$ cat src/rtl/maxpool_stream.sv
// Streaming POOL_K x POOL_K max-pool (stride POOL_K) over a raster-order IMG_W x IMG_H feature map.
// Latency: result registered 1 cycle after the window-completing pixel; frame_done 1 cycle after final result accepted.
// Backpressure: single-entry output register; in_ready = !out_valid || out_ready, so a held result stalls input.
// Optional build macro MAXPOOL_SIGNED_EN: compare pixels as two's-complement signed instead of unsigned.
module maxpool_stream #(
    parameter int DATA_WIDTH = 8,    // CNN datapath pixel width
    parameter int IMG_W      = 28,
    parameter int IMG_H      = 28,
    parameter int POOL_K     = 2
) (
    input  logic                  clk,
    input  logic                  rst_n,
    input  logic                  in_valid,
    output logic                  in_ready,
    input  logic [DATA_WIDTH-1:0] in_data,
    output logic                  out_valid,
    input  logic                  out_ready,
    output logic [DATA_WIDTH-1:0] out_data,
    output logic                  frame_done
);

    localparam int OUT_W = IMG_W / POOL_K;
    localparam int OUT_H = IMG_H / POOL_K;
    localparam int KW    = $clog2(POOL_K);
    localparam int JW    = (OUT_W > 1) ? $clog2(OUT_W) : 1;
    localparam int RW    = (OUT_H > 1) ? $clog2(OUT_H) : 1;

    // Reject geometries where windows would not tile the image exactly.
    generate
        if (POOL_K < 2 || (IMG_W % POOL_K) != 0 || (IMG_H % POOL_K) != 0) begin : g_bad_cfg
            $error("maxpool_stream: POOL_K must be >= 2 and divide IMG_W and IMG_H");
        end
    endgenerate

    // The pixel position is kept split: col = ocol*POOL_K + kcol, row = orow*POOL_K + krow.
    // This gives the buffer index and window phase directly, without dividers.
    logic [KW-1:0]         kcol_q, kcol_d;
    logic [KW-1:0]         krow_q, krow_d;
    logic [JW-1:0]         ocol_q, ocol_d;
    logic [RW-1:0]         orow_q, orow_d;

    logic                  out_valid_q, out_valid_d;
    logic [DATA_WIDTH-1:0] out_data_q, out_data_d;
    logic                  out_last_q, out_last_d;    // held result is the last one of its frame
    logic                  frame_done_q, frame_done_d;

    // One running maximum per output column of the current band of rows.
    logic [DATA_WIDTH-1:0] pbuf_q [OUT_W];

    logic                  in_fire;
    logic                  out_fire;
    logic                  win_start;
    logic                  win_end;
    logic                  frame_end;
    logic [DATA_WIDTH-1:0] buf_rd;
    logic [DATA_WIDTH-1:0] win_max;

    function automatic logic pix_gt(input logic [DATA_WIDTH-1:0] a, input logic [DATA_WIDTH-1:0] b);
`ifdef MAXPOOL_SIGNED_EN
        return $signed(a) > $signed(b);
`else
        return a > b;
`endif
    endfunction

    // Handshakes, window phase decode and the running-max datapath.
    always_comb begin
        in_ready  = !out_valid_q || out_ready;
        in_fire   = in_valid && in_ready;
        out_fire  = out_valid_q && out_ready;
        win_start = (kcol_q == '0) && (krow_q == '0);
        win_end   = (kcol_q == KW'(POOL_K - 1)) && (krow_q == KW'(POOL_K - 1));
        frame_end = win_end && (ocol_q == JW'(OUT_W - 1)) && (orow_q == RW'(OUT_H - 1));
        buf_rd    = pbuf_q[ocol_q];
        // A window start overwrites whatever the previous band left behind.
        if (win_start) begin
            win_max = in_data;
        end else if (pix_gt(in_data, buf_rd)) begin
            win_max = in_data;
        end else begin
            win_max = buf_rd;
        end
    end

    // Raster position advance on every accepted pixel.
    always_comb begin
        kcol_d = kcol_q;
        krow_d = krow_q;
        ocol_d = ocol_q;
        orow_d = orow_q;
        if (in_fire) begin
            if (kcol_q == KW'(POOL_K - 1)) begin
                kcol_d = '0;
                if (ocol_q == JW'(OUT_W - 1)) begin
                    ocol_d = '0;
                    if (krow_q == KW'(POOL_K - 1)) begin
                        krow_d = '0;
                        orow_d = (orow_q == RW'(OUT_H - 1)) ? '0 : orow_q + 1'b1;
                    end else begin
                        krow_d = krow_q + 1'b1;
                    end
                end else begin
                    ocol_d = ocol_q + 1'b1;
                end
            end else begin
                kcol_d = kcol_q + 1'b1;
            end
        end
    end

    // Output register: load on window completion, drain on downstream accept.
    always_comb begin
        out_valid_d  = out_valid_q;
        out_data_d   = out_data_q;
        out_last_d   = out_last_q;
        frame_done_d = out_fire && out_last_q;
        if (out_fire) begin
            out_valid_d = 1'b0;
        end
        // Cannot fire while a result is stuck, so the held data never changes under backpressure.
        if (in_fire && win_end) begin
            out_valid_d = 1'b1;
            out_data_d  = win_max;
            out_last_d  = frame_end;
        end
    end

    // Control state with asynchronous reset; a reset abandons any partial frame.
    always_ff @(posedge clk or negedge rst_n) begin
        if (!rst_n) begin
            kcol_q       <= '0;
            krow_q       <= '0;
            ocol_q       <= '0;
            orow_q       <= '0;
            out_valid_q  <= 1'b0;
            out_data_q   <= '0;
            out_last_q   <= 1'b0;
            frame_done_q <= 1'b0;
        end else begin
            kcol_q       <= kcol_d;
            krow_q       <= krow_d;
            ocol_q       <= ocol_d;
            orow_q       <= orow_d;
            out_valid_q  <= out_valid_d;
            out_data_q   <= out_data_d;
            out_last_q   <= out_last_d;
            frame_done_q <= frame_done_d;
        end
    end

    // Partial-max buffer needs no reset: every window start overwrites its entry.
    always_ff @(posedge clk) begin
        if (in_fire) begin
            pbuf_q[ocol_q] <= win_max;
        end
    end

    assign out_valid  = out_valid_q;
    assign out_data   = out_data_q;
    assign frame_done = frame_done_q;

endmodule

$ cat config.mk
export PLATFORM = sky130hd
export DESIGN_NAME = maxpool_stream
export DESIGN_NICKNAME = d
export VERILOG_FILES = /design/src/rtl/maxpool_stream.sv
export SDC_FILE = /design/constraint.sdc
export NUM_CORES = 1
export LEC_CHECK = 0
export BUFFER_PORTS_ARGS = -buffer_cell sky130_fd_sc_hd__clkbuf_2
export CAP_MARGIN = 20
export CORE_MARGIN = 8
export CORE_UTILIZATION = 29
export CTS_CLUSTER_SIZE = 16
export DETAILED_ROUTE_END_ITERATION = 16
export SKIP_CTS_REPAIR_TIMING = 1
export SLEW_MARGIN = 10
export SYNTH_ARGS = -nofsm -noshare
export SYNTH_HDL_FRONTEND = slang
export SYNTH_SLANG_ARGS = --single-unit
$ cat constraint.sdc
create_clock -name clk -period 6.2 [get_ports clk]
set_clock_uncertainty 0.15 [all_clocks]
set_input_delay 0.62 -clock clk [delete_from_list [all_inputs] [get_ports clk]]
set_output_delay 0.62 -clock clk [all_outputs]
set_load 0.005 [all_outputs]
==> impl_metrics.tcl <==
set metrics [dict create \
    yosysSeqAreaShare_pct 67.2 \
    layout-drive-gt1-share_pct 27.8 \
    via_per_inst 4.75 \
    finalSetupViolCount 0 \
    synth_cells 373 \
    fin_tns_setup_ns 0 \
    antenna_found_initial 0 \
    cts.sinks 133 \
    cp-start-kind "register" \
    maxSlewViolCount 0 \
    gp_congestion 0.788 \
    final_net_count 421 \
    synth_fp_nets 393 \
    hold_viol 0 \
    drc 0 \
    chipHeight_um 157 \
    cts_root_buf "clkbuf_16" \
    vias 3224 \
    clkPwrFrac_pct 25.7 \
    start_util_pct 29.6 \
    power_density_nw_per_um2 572 \
    drv_cap 0 \
    max_slew.worst_pin.slew_ns 1.12 \
    fin_crit_sh_pct 76.0 \
    p_leak_nw 2.38 \
    netlist_area_um2 5790 \
    dieArea_um2 24700 \
    ys_ff_latch 133 \
    clock_latency_ns 0.42 \
    drt-wirelength-per-cell_um 18.9 \
    async_flop_share_pct 15.8 \
    synth_edf_count 112 \
    grt_pass1_vias 3353 \
    first_pass_iters 5 \
    dp_hpwl_um 8280 \
    antenna_cells 0 \
    cts_buffers 17 \
    outcome "finished clean" \
    p_seq_share_pct 39.1 \
    maxClockFrequency_mhz 212 \
    syn_to_final_growth_pct 16.4 \
    fin_crit_ns 4.71 \
    fillers 1895 \
    path_clk_slew_ns 0.06 \
    grt-ovfl-total 0 \
    synth_flop_cell "edfxtp_1" \
    ios 23 \
    p_int_mw 2.52 \
    syn_area_per_cell_um2 15.5 \
    worstPathRequired_ns 6.18 \
    die_w_um 157 \
    cts_tree "yes" \
    placementRows 51 \
    clock_path_buffers 2 \
    numPortBuffers 22 \
    yosysWarnings 0 \
    final_area_um2 6740 \
    rsz0062_at_grt "no" \
    final-seq-area_um2 3890 \
    ir_drop_mv 0.199 \
    arrival_ns 4.69 \
    multi_input_area_um2 1710 \
    detail-route-antenna-nets 0 \
    grt_pass1_wl_um 19600 \
    ys_types 49 \
    grt_usage_pct 10.9 \
    combPwrFrac_pct 35.1 \
    p_switching_mw 1.34 \
    core-area_um2 19500 \
    placed_area_um2 6110 \
    detail_route.iter0.violations 329 \
    wirelength_um 12800 \
    max_slew_margin_pct 24.9 \
    critical_path_class "reg -> reg" \
    grt_max_degree 30 \
    htree_levels 4 \
    hp-class "in -> async" \
    path_max_fanout 29 \
    switching_share_pct 34.7 \
    end_kind "register" \
]
[cells in the final DEF, fill, tap and decap left out, drive strengths merged, types with 4 or more instances in the layout]
cell,n
a22oi,10
mux4,9
nand4,6
a21oi,8
o21ai,9
clkinv,8
mux2i,10
nor2b,4
ha,8
buf,7
o31ai,8
o22a,5
inv,11
edfxtp,112
mux2,38
nor2,19
clkbuf,39
nand3,7
a31oi,6
dfrtp,21
nor3,6
nand2,24
[state kept, by name, indices dropped and copies added (netlist names)]
name        flops
pbuf_q        112
out_data        8
ocol_q          4
orow_q          4
frame_done      1
kcol_q          1
krow_q          1
out_last_q      1
out_valid       1
[cells by family after synthesis]
kind of cell | after synthesis | share of synthesized area [%]
xor+xnor | 4 | 0.605
simple gates | 88 | 8.09
compound gates | 53 | 6.38
mux | 57 | 12.8
buf+inv | 30 | 3.26
fa+ha+maj | 8 | 1.73
flops | 133 | 67.2
[final cells by class]
class                           count  share of cell area [%]
Inverter                           10                   0.557
Tap cell                          265                    4.92
Clock buffer                       17                    6.31
Multi-Input combinational cell    210                    25.4
Sequential cell                   133                    57.7
Clock inverter                     15                    2.41
Timing Repair Buffer               29                    2.69
[Yosys cell counts, types with 4 or more instances]
cell type	instances	area (um^2)
a21oi_1	7	35.0
a22oi_1	10	75.1
a31oi_1	6	37.5
buf_2	5	25.0
buf_4	4	30.0
clkbuf_1	5	18.8
dfrtp_1	21	526
edfxtp_1	112	3360
ha_1	8	100
inv_1	10	37.5
mux2_2	35	394
mux2i_1	10	100
mux4_2	9	203
nand2_1	24	90.1
nand3_1	7	35.0
nand4_1	6	37.5
nor2_1	19	71.3
nor2b_1	4	25.0
nor3_1	6	30.0
o21ai_0	9	45.0
o22a_1	5	43.8
o31ai_1	8	60.1
[worst max-delay path: stages, from the launching register on]
cell	delay (ns)
dfrtp_2	0.80
buf_4	0.50
mux2_2	0.38
a22oi_1	0.20
nand4_1	0.17
inv_1	0.10
ha_1	0.25
a211oi_2	0.24
nor2_1	0.11
nand4bb_1	0.49
a21oi_4	0.51
mux2_2	0.50
[layer usage]
metal	track usage (%)	vias to the layer above	wire length, um
met2	17.4	104	6170
met4	4.40	0	157
met3	3.02	15	852
met5	0	-	0
li1	-	1499	-
met1	13.7	1606	5620
[path summary, 6_finish.rpt]
kind                       depth (start not counted)                 endpoint                    start  slack [ns]
setup / recovery                                  11   pbuf_q[1][4]$_DFFE_PP_    ocol_q[0]$_DFFE_PN0P_        1.49
hold / removal                                     1  out_data[5]$_DFFE_PN0P_                    rst_n        0.02
setup reg to reg                                  11   pbuf_q[1][4]$_DFFE_PP_    ocol_q[0]$_DFFE_PN0P_        1.49
hold reg to reg                                    2  out_data[5]$_DFFE_PN0P_  out_data[5]$_DFFE_PN0P_        0.32
max in group asynchronous                          1    ocol_q[0]$_DFFE_PN0P_                    rst_n        5.50
min in group clk                                   2     frame_done$_DFF_PN0_                out_ready        0.32
[power groups by stage]
| stage | clock (mW) | sequential, mW | combinational, mW |
|---|---|---|---|
| CTS | 1.01 | 1.51 | 1.35 |
| floorplan | 0 | 1.43 | 1.11 |
| detailed placement | 0 | 1.53 | 1.34 |
| global placement | 0 | 1.52 | 1.28 |
| global route | 1.04 | 1.53 | 1.48 |
| finish | 0.992 | 1.51 | 1.35 |
[through the flow]
step | utilization (%) | instances | hold WS [ns] | power, mW | setup slack, ns
after floorplan | - | 373 | 0.174 | 2.54 | 2.81
after global placement | 31.2 | 641 | 0.311 | 2.80 | 1.67
after detailed placement | 31.3 | 643 | 0.317 | 2.87 | 1.54
after CTS | 34.3 | 675 | 0.0182 | 3.86 | 1.51
after global routing | 34.5 | 679 | 0.0390 | 4.06 | 1.22
final | 34.5 | 679 | 0.0199 | 3.86 | 1.49
No activity file was read; power rests on OpenSTA's default activity.
